<file path="src/rtl/muldiv_sequencer_if.sv">
// Handshake bundle between the CPU decode/hilo path and the multiply/divide sequencer.
// master drives the instruction side; slave is the sequencer.
interface muldiv_sequencer_if;
    logic        start;
    logic [1:0]  op;
    logic [31:0] rs;
    logic [31:0] rt;
    logic        stall;
    logic        busy;
    logic        hilo_wr_en;
    logic [63:0] hilo_wr_data;

    modport master (
        output start, op, rs, rt,
        input  stall, busy, hilo_wr_en, hilo_wr_data
    );

    modport slave (
        input  start, op, rs, rt,
        output stall, busy, hilo_wr_en, hilo_wr_data
    );
endinterface

</file>
<file path="src/rtl/muldiv_sequencer.sv">
// Iterative MULT/MULTU/DIV/DIVU sequencer feeding the 64-bit hilo register.
// Optional MULDIV_FAST_MULT_EN replaces the shift-add multiply with a single-cycle product.
module muldiv_sequencer (
    input logic               clk_cpu,
    input logic               reset,
    muldiv_sequencer_if.slave bus
);

    typedef enum logic [2:0] {StIdle, StMul, StDiv, StFix, StDone} state_e;

    state_e      state_q;
    logic [4:0]  cnt_q;
    logic        is_div_q;
    logic        sign_a_q;
    logic        sign_b_q;
    logic [31:0] a_mag_q;
    logic [31:0] b_mag_q;
    logic [63:0] work_q;
    logic [63:0] result_q;

    function automatic logic [31:0] neg32(input logic [31:0] x);
        return ~x + 32'd1;
    endfunction

    // Operand capture: signed only for MULT/DIV (op[0] = 0)
    logic        sign_a_in;
    logic        sign_b_in;
    logic [31:0] a_mag_in;
    logic [31:0] b_mag_in;

    always_comb begin
        sign_a_in = ~bus.op[0] & bus.rs[31];
        sign_b_in = ~bus.op[0] & bus.rt[31];
        a_mag_in  = sign_a_in ? neg32(bus.rs) : bus.rs;
        b_mag_in  = sign_b_in ? neg32(bus.rt) : bus.rt;
    end

`ifdef MULDIV_FAST_MULT_EN
    // Low 64 bits of an extended product are correct for both signed and unsigned
    logic [63:0] ext_a;
    logic [63:0] ext_b;
    logic [63:0] fast_prod;

    always_comb begin
        ext_a     = {{32{~bus.op[0] & bus.rs[31]}}, bus.rs};
        ext_b     = {{32{~bus.op[0] & bus.rt[31]}}, bus.rt};
        fast_prod = ext_a * ext_b;
    end
`endif

    // Multiply: work = {partial, multiplier}; add when LSB set, then shift right
    logic [32:0] mul_sum;
    logic [63:0] mul_next;

    always_comb begin
        mul_sum  = {1'b0, work_q[63:32]} + (work_q[0] ? {1'b0, a_mag_q} : 33'd0);
        mul_next = {mul_sum, work_q[31:1]};
    end

    // Restoring divide: work = {remainder, dividend/quotient}
    logic [32:0] div_shift;
    logic [31:0] div_diff;
    logic        div_ge;
    logic [63:0] div_next;

    always_comb begin
        div_shift = {work_q[63:32], work_q[31]};
        div_ge    = div_shift >= {1'b0, b_mag_q};
        div_diff  = div_shift[31:0] - b_mag_q;
        div_next  = div_ge ? {div_diff, work_q[30:0], 1'b1}
                           : {div_shift[31:0], work_q[30:0], 1'b0};
    end

    logic [63:0] fix_result;

    always_comb begin
        fix_result = work_q;
        if (is_div_q) begin
            if (b_mag_q == 32'd0) begin
                // Divide by zero returns the raw dividend in hi
                fix_result = {sign_a_q ? neg32(a_mag_q) : a_mag_q, 32'hFFFF_FFFF};
            end else begin
                fix_result[31:0]  = (sign_a_q ^ sign_b_q) ? neg32(work_q[31:0]) : work_q[31:0];
                fix_result[63:32] = sign_a_q ? neg32(work_q[63:32]) : work_q[63:32];
            end
        end else if (sign_a_q ^ sign_b_q) begin
            fix_result = ~work_q + 64'd1;
        end
    end

    always_ff @(posedge clk_cpu) begin
        if (!reset) begin
            state_q  <= StIdle;
            cnt_q    <= 5'd0;
            is_div_q <= 1'b0;
            sign_a_q <= 1'b0;
            sign_b_q <= 1'b0;
            a_mag_q  <= 32'd0;
            b_mag_q  <= 32'd0;
            work_q   <= 64'd0;
            result_q <= 64'd0;
        end else begin
            unique case (state_q)
                StIdle: begin
                    if (bus.start) begin
                        cnt_q    <= 5'd0;
                        is_div_q <= bus.op[1];
                        sign_a_q <= sign_a_in;
                        sign_b_q <= sign_b_in;
                        a_mag_q  <= a_mag_in;
                        b_mag_q  <= b_mag_in;
                        if (bus.op[1]) begin
                            work_q  <= {32'd0, a_mag_in};
                            state_q <= StDiv;
                        end else begin
`ifdef MULDIV_FAST_MULT_EN
                            result_q <= fast_prod;
                            state_q  <= StDone;
`else
                            work_q  <= {32'd0, b_mag_in};
                            state_q <= StMul;
`endif
                        end
                    end
                end
                StMul: begin
                    work_q <= mul_next;
                    cnt_q  <= cnt_q + 5'd1;
                    if (cnt_q == 5'd31) state_q <= StFix;
                end
                StDiv: begin
                    work_q <= div_next;
                    cnt_q  <= cnt_q + 5'd1;
                    if (cnt_q == 5'd31) state_q <= StFix;
                end
                StFix: begin
                    result_q <= fix_result;
                    state_q  <= StDone;
                end
                StDone:  state_q <= StIdle;
                default: state_q <= StIdle;
            endcase
        end
    end

    always_comb begin
        bus.stall        = ((state_q == StIdle) && bus.start) || (state_q == StMul) ||
                           (state_q == StDiv) || (state_q == StFix);
        bus.busy         = (state_q != StIdle);
        bus.hilo_wr_en   = (state_q == StDone);
        bus.hilo_wr_data = result_q;
    end

endmodule

</file>
<file path="src/flat_wrapper.sv">
// flat-port wrapper written by rule: the top's interface ports become plain ports
module muldiv_sequencer_flat 
  (clk_cpu, reset, bus_start, bus_op, bus_rs, bus_rt, bus_stall, bus_busy, bus_hilo_wr_en, bus_hilo_wr_data);
  muldiv_sequencer_if bus_i ();
  input logic clk_cpu;
  input logic reset;
  input wire logic [$bits(bus_i.start)-1:0] bus_start;
  input wire logic [$bits(bus_i.op)-1:0] bus_op;
  input wire logic [$bits(bus_i.rs)-1:0] bus_rs;
  input wire logic [$bits(bus_i.rt)-1:0] bus_rt;
  output wire logic [$bits(bus_i.stall)-1:0] bus_stall;
  output wire logic [$bits(bus_i.busy)-1:0] bus_busy;
  output wire logic [$bits(bus_i.hilo_wr_en)-1:0] bus_hilo_wr_en;
  output wire logic [$bits(bus_i.hilo_wr_data)-1:0] bus_hilo_wr_data;
  assign bus_i.start = bus_start;
  assign bus_i.op = bus_op;
  assign bus_i.rs = bus_rs;
  assign bus_i.rt = bus_rt;
  assign bus_stall = bus_i.stall;
  assign bus_busy = bus_i.busy;
  assign bus_hilo_wr_en = bus_i.hilo_wr_en;
  assign bus_hilo_wr_data = bus_i.hilo_wr_data;
  muldiv_sequencer u_core (.clk_cpu(clk_cpu), .reset(reset), .bus(bus_i));
endmodule
</file>
<file path="config.mk">
export PLATFORM = sky130hd
export DESIGN_NAME = muldiv_sequencer_flat
export DESIGN_NICKNAME = d
export VERILOG_FILES = /design/src/rtl/muldiv_sequencer_if.sv /design/src/rtl/muldiv_sequencer.sv /design/src/flat_wrapper.sv
export SDC_FILE = /design/constraint.sdc
export NUM_CORES = 1
export LEC_CHECK = 0
export ABC_AREA = 1
export ABC_CLOCK_PERIOD_IN_PS = 3400
export CAP_MARGIN = 20
export CORE_UTILIZATION = 30
export CTS_CLUSTER_SIZE = 30
export DETAILED_ROUTE_END_ITERATION = 12
export HOLD_SLACK_MARGIN = 0.06
export PLACE_DENSITY = 0.46
export SLEW_MARGIN = 20
export SYNTH_ARGS = -nofsm -noshare
export SYNTH_HDL_FRONTEND = slang
export SYNTH_SLANG_ARGS = --single-unit
</file>
<file path="constraint.sdc">
create_clock -name clk_cpu -period 3.4 [get_ports clk_cpu]
set_input_delay 0.85 -clock clk_cpu [delete_from_list [all_inputs] [get_ports clk_cpu]]
set_output_delay 0.85 -clock clk_cpu [all_outputs]
set_load 0.02 [all_outputs]
</file>
* Yosys cells after proc, flatten, opt, wreduce, memory -nomap -nowiden
Cells that the tools add are included.
Word-level totals: register bits after elaboration 203, output and inout bits 67, word-level logic and storage cells 69, memory bits (writable) 0, input bits 69, bits in read-only memories 0, bits in latches 0, memories kept 0
Cells by class: multiplexer cells 19, reductions and logical operators 14, add/sub/neg operators 9, bitwise logic cells 10, shift-type cells 0, multipliers 0, divide/modulo/power cells 0, magnitude comparators 1, eq/ne operators 7
Operator list (count):
- $mux 64 | 5
- $mux 32 | 7
- $pmux 64 s3 | 1
- $add 32x1->32 const B | 5
- $not 32->32 | 5
- $add 64x1->64 const B | 1
- $not 64->64 | 1
- $add 32x33->33 | 1
- $ge 33x32->1 | 1
- $logic_not 32->1 | 1
- $sub 32x32->32 | 1
- $pmux 5 s2 | 1
- $pmux 3 s3 | 1
- $reduce_and 2->1 | 4
- $eq 3x2->1 const B | 2
- $mux 3 | 2
- $reduce_bool 3->1 | 2
- $add 5x1->5 const B | 1
- $eq 5x5->1 const B | 1
- $mux 5 | 1
- $eq 3x1->1 const B | 1
- $eq 3x3->1 const B | 1
- $logic_not 3->1 | 1
- $logic_or 1x1->1 | 3
- other kinds (9) | 10

* Longest topological paths before layout
word-level depth 6, mapped depth 19

* Least setup slack after synthesis
No wires, ideal clock.
path type register to register, from register u_core.work_q[0], to register u_core.work_q[63], data required time 3.290 ns, setup time 0.110 ns, cell stages (with the launch flop) 20, path slack 0.993 ns, clock period less this slack 2.407 ns, data arrival time 2.298 ns, cells stage by stage dfxtp_1 buf_2 buf_1 nand2_1 inv_1 ha_1 fa_1 nand2_1 nand2_1 o21ai_0 inv_1 a21o_1 nand2_1 nand2_1 nand2_1 nand2_1 nand2_1 nand3_1 nand2_1 inv_1
Between the ends: cells in the longest elaborated chain, start to end 3
RTL lines:
- start: declaration | line muldiv_sequencer.sv:18 | logic [63:0] work_q;
- start signal: assignment | line muldiv_sequencer.sv:113 | work_q <= {32'd0, a_mag_in};
- start signal: assignment | line muldiv_sequencer.sv:120 | work_q <= {32'd0, b_mag_in};
- start signal: assignment | line muldiv_sequencer.sv:127 | work_q <= mul_next;
- $mux 32 | line muldiv_sequencer.sv:56 | mul_sum = {1'b0, work_q[63:32]} + (work_q[0] ? {1'b0, a_mag_q} : 33'd0);
- $add 32x33->33 | line muldiv_sequencer.sv:56
- $pmux 64 s3 | line muldiv_sequencer.sv:103 | unique case (state_q)
No other way between the ends. A chain may end at the register's enable or synchronous reset.

* Final worst setup path
from input bus_start, to output bus_stall
Between the ends: cells in the longest elaborated chain, start to end 4
RTL lines:
- start: declaration | line flat_wrapper.sv:7 | input wire logic [$bits(bus_i.start)-1:0] bus_start;
- $logic_and 1x1->1 | line muldiv_sequencer.sv:147 | bus.stall = ((state_q == StIdle) && bus.start) || (state_q == StMul) ||
- $logic_or 1x1->1 (2 in series) | line muldiv_sequencer.sv:147
- $logic_or 1x1->1 | line muldiv_sequencer.sv:148 | (state_q == StDiv) || (state_q == StFix);
- end: declaration | line flat_wrapper.sv:11 | output wire logic [$bits(bus_i.stall)-1:0] bus_stall;
No other way between the ends.

==> flow_summary_export.csv <==
group,metric,value,unit
power_and_ir_drop,vdd_ir_drop_max,1.68,mV
power_and_ir_drop,pwr-share-seq,17.3,%
worst_setup_path,cp.required,2.55,ns
sta,drv_slew,0,
global_route,grtUsageTotal,28.4,%
run_status,status,"complete, no violations",
global_route,overflow,0,
power_and_ir_drop,p_switching,12100,uW
sta,timing.fmax,0.324,GHz
power_and_ir_drop,p_int,9140,uW
clocking,cts.sinks,203,
place,place_area,22400,sq um
power_and_ir_drop,pwr-share-clk,13.9,%
sta,worst_pin_slew,0.945,ns
finish,mostFrequentLayoutCells,"nand2_1, inv_1, nor2_1",
floorplan,start_util,30.6,%
worst_setup_path,cp-start-kind,"input port",
sta,hold_viol,0,
job,drv_cap,0,
drt,viasPerCell,5.24,
floorplan,die_h,259,um
finish,fin_nets,3765,
yosys,synth.cell_area,19800,sq um
sta,holdWs,0.463,ns
yosys,synth-seq-cells,203,
place,gp_congestion,0.993,
drt,first_pass_iters,6,
floorplan,die_w,259,um
drt,routedWlPerCell,21.6,um
clocking,cts-htree-levels,1,
power_and_ir_drop,p_leak,0.0111,uW
finish,utilization,35.9,%
global_route,antenna_found_initial,0,
power_and_ir_drop,power_frac_comb,68.7,%
yosys,yosysSeqAreaShare,20.5,%
floorplan,core,64900,sq um
sta,skew,0.0170,ns
clocking,cts-buffers-inserted,27,
clocking,cts_tree,"built",
worst_setup_path,worstSetupEndpointType,"primary output",
finish,fin_area,23300,sq um
clocking,clock_latency,0.59,ns
finish,final_common_cell,"nand2_1",
power_and_ir_drop,cellPowerDensity,910,nW/um^2
hold_path,hold_class,"flip-flop to flip-flop",
worst_setup_path,path_cells,"clkdlybuf4s50_1 -> nand2_1 -> nand2_2 -> inv_2 -> nand2_1 -> clkdlybuf4s50_1",
sta,layout_min_cycle_time,3.08,ns
yosys,ys.warnings.count,0,
floorplan,ios,136,
yosys,synth_nets,3636,
yosys,synth_ff_type,"dfxtp_1",
finish,final_cell_count_no_fill,4498,
worst_setup_path,crit_path_max_incr_delay,0.60,ns
place,port_buffers,135,
drt,drt-initial-drc-count,2297,
yosys,synth_edf_count,0,
place,dp.cells,4449,
place,dp_hpwl,78900,um
floorplan,row_count,93,
sta,final.period_utilization,90.7,%
worst_setup_path,arrival,2.23,ns
global_route,grt_max_degree,88,
clocking,postCtsSetupBuffers,0,
drt,vias,23500,
yosys,synth.distinct_cells,52,
drt,postRouteAntennaNets,0,
clocking,ctsRootBufferMaster,"clkbuf_16",
worst_setup_path,cp_slowest_cell,"clkdlybuf4s50_1",
clocking,post_cts_resized,0,
floorplan,die_area,67200,sq um
worst_setup_path,critPathKind,"input port to primary output",
global_route,grt_pass1_vias,21900,
sta,slew_headroom,37.0,%
global_route,grt_pass1_wl,144000,um
sta,fin_setup_tns,0,ns
yosys,async_flop_share,0,%
clocking,cts_hold_buf,0,
finish,syn_to_final_growth,17.6,%
clocking,clk_pin_slew,0.06,ns
yosys,syn_inst,3494,
power_and_ir_drop,switching_share,56.9,%
worst_setup_path,worst-path-max-fanout,2,
yosys,syn_area_per_cell,5.68,sq um
sta,rsz0062_at_grt,"false",
finish,final_layout_size_suffix_gt1_share,7.11,%
sta,setup_viol,0,
drt,drc,0,
drt,wirelength,97300,um
clocking,max-clock-path-buffers,3,
==> area by class of cell <==
class / instances / area [sq um]
sequential: 203 / 4070
inverter: 483 / 1820
clock inverter: 5 / 68.8
tap: 855 / 1070
fill: 7445 / 41600
antenna: 1 / 2.50
multi-input combinational: 2676 / 13400
timing repair buffer: 232 / 2110
clock buffer: 43 / 826
==> cells by family after synthesis <==
kind of cell | after synthesis | share of synthesized area [%]
compound gates | 597 | 17.5
xor+xnor | 98 | 4.33
fa+ha+maj | 73 | 4.68
buf+inv | 615 | 12.3
flops | 203 | 20.5
simple gates | 1908 | 40.7
==> state kept, by name (all words and copies together), names as in the netlist <==
signal and count:
u_core.work_q 64, u_core.state_q 3, u_core.cnt_q 5, u_core.b_mag_q 32
u_core.bus.hilo_wr_data 64, u_core.is_div_q 1, u_core.sign_a_q 1, u_core.sign_b_q 1
u_core.a_mag_q 32
==> worst paths after layout <==
path,from,end,slack [ns],depth (start not counted)
max,bus_start,bus_stall,0.32,6
min reg2reg,u_core.cnt_q[3]$_SDFFE_PN0P_,u_core.cnt_q[3]$_SDFFE_PN0P_,0.46,2
min,u_core.cnt_q[3]$_SDFFE_PN0P_,u_core.cnt_q[3]$_SDFFE_PN0P_,0.46,2
max reg2reg,u_core.work_q[0]$_SDFFE_PN0P_,u_core.work_q[45]$_SDFFE_PN0P_,0.43,14
==> worst max-delay path, delay by kind of cell <==
| kind | cells | cell delay, ns |
|---|---|---|
| buf+inv | 3 | 1.11 |
| simple gates | 3 | 0.27 |
==> per-layer routing <==
| metal | track usage, % | part of all wire, % |
|---|---|---|
| met1 | 39.9 | 47 |
| met2 | 45.2 | 44 |
| met3 | 3.34 | 5.8 |
| met4 | 8.33 | 3.3 |
| met5 | 0 | 0 |
==> synthesized netlist by cell type (2+ instances only) <==
cell	n	area (sq um)
a31oi_1	8	50.1
fa_1	2	40.0
nor2_1	362	1360
and2_1	5	31.3
buf_12	2	40.0
o211ai_2	10	125
o221ai_1	4	35.0
nand3_2	6	60.1
xnor2_1	26	228
inv_2	27	101
nor4_1	4	25.0
buf_1	18	67.6
nand3_1	336	1680
o21ai_0	227	1140
buf_4	4	30.0
o21ai_1	18	90.1
xor2_1	72	631
o21bai_1	6	45.0
inv_1	453	1700
nand2_2	10	62.6
a21oi_2	13	114
or2_2	6	37.5
o21a_1	5	37.5
ha_1	71	888
dfxtp_1	203	4060
a21oi_1	181	906
or2_0	2	12.5
clkbuf_1	75	282
nor2_2	22	138
nor3_1	28	140
clkinv_1	2	7.51
a221oi_1	32	280
o21ai_2	3	26.3
nor3_2	5	50.1
o211ai_1	47	353
a21o_1	3	22.5
buf_6	4	45.0
nand2_1	1044	3920
nand4_1	49	307
nor2_4	9	101
buf_2	28	140
nand3b_1	17	128
o22ai_1	34	213
o31ai_1	3	22.5
==> metrics by stage <==
stage	worst slack (ns)	total power [uW]
CTS	0.303	21100
finish	0.316	21200
global route	0.195	22800
floorplan	0.993	13100
detailed placement	0.297	18000
global placement	0.322	18100
==> power by group through the flow <==
stage / clock network (uW) / logic (uW) / registers, uW
2_1_floorplan: 0 / 9530 / 3560
4_1_cts: 3030 / 14400 / 3660
3_5_place_dp: 0 / 14300 / 3710
5_1_grt: 3100 / 15900 / 3710
3_3_place_gp: 0 / 14400 / 3720
6_report: 2950 / 14600 / 3680
(Power assumes the default switching activity.)
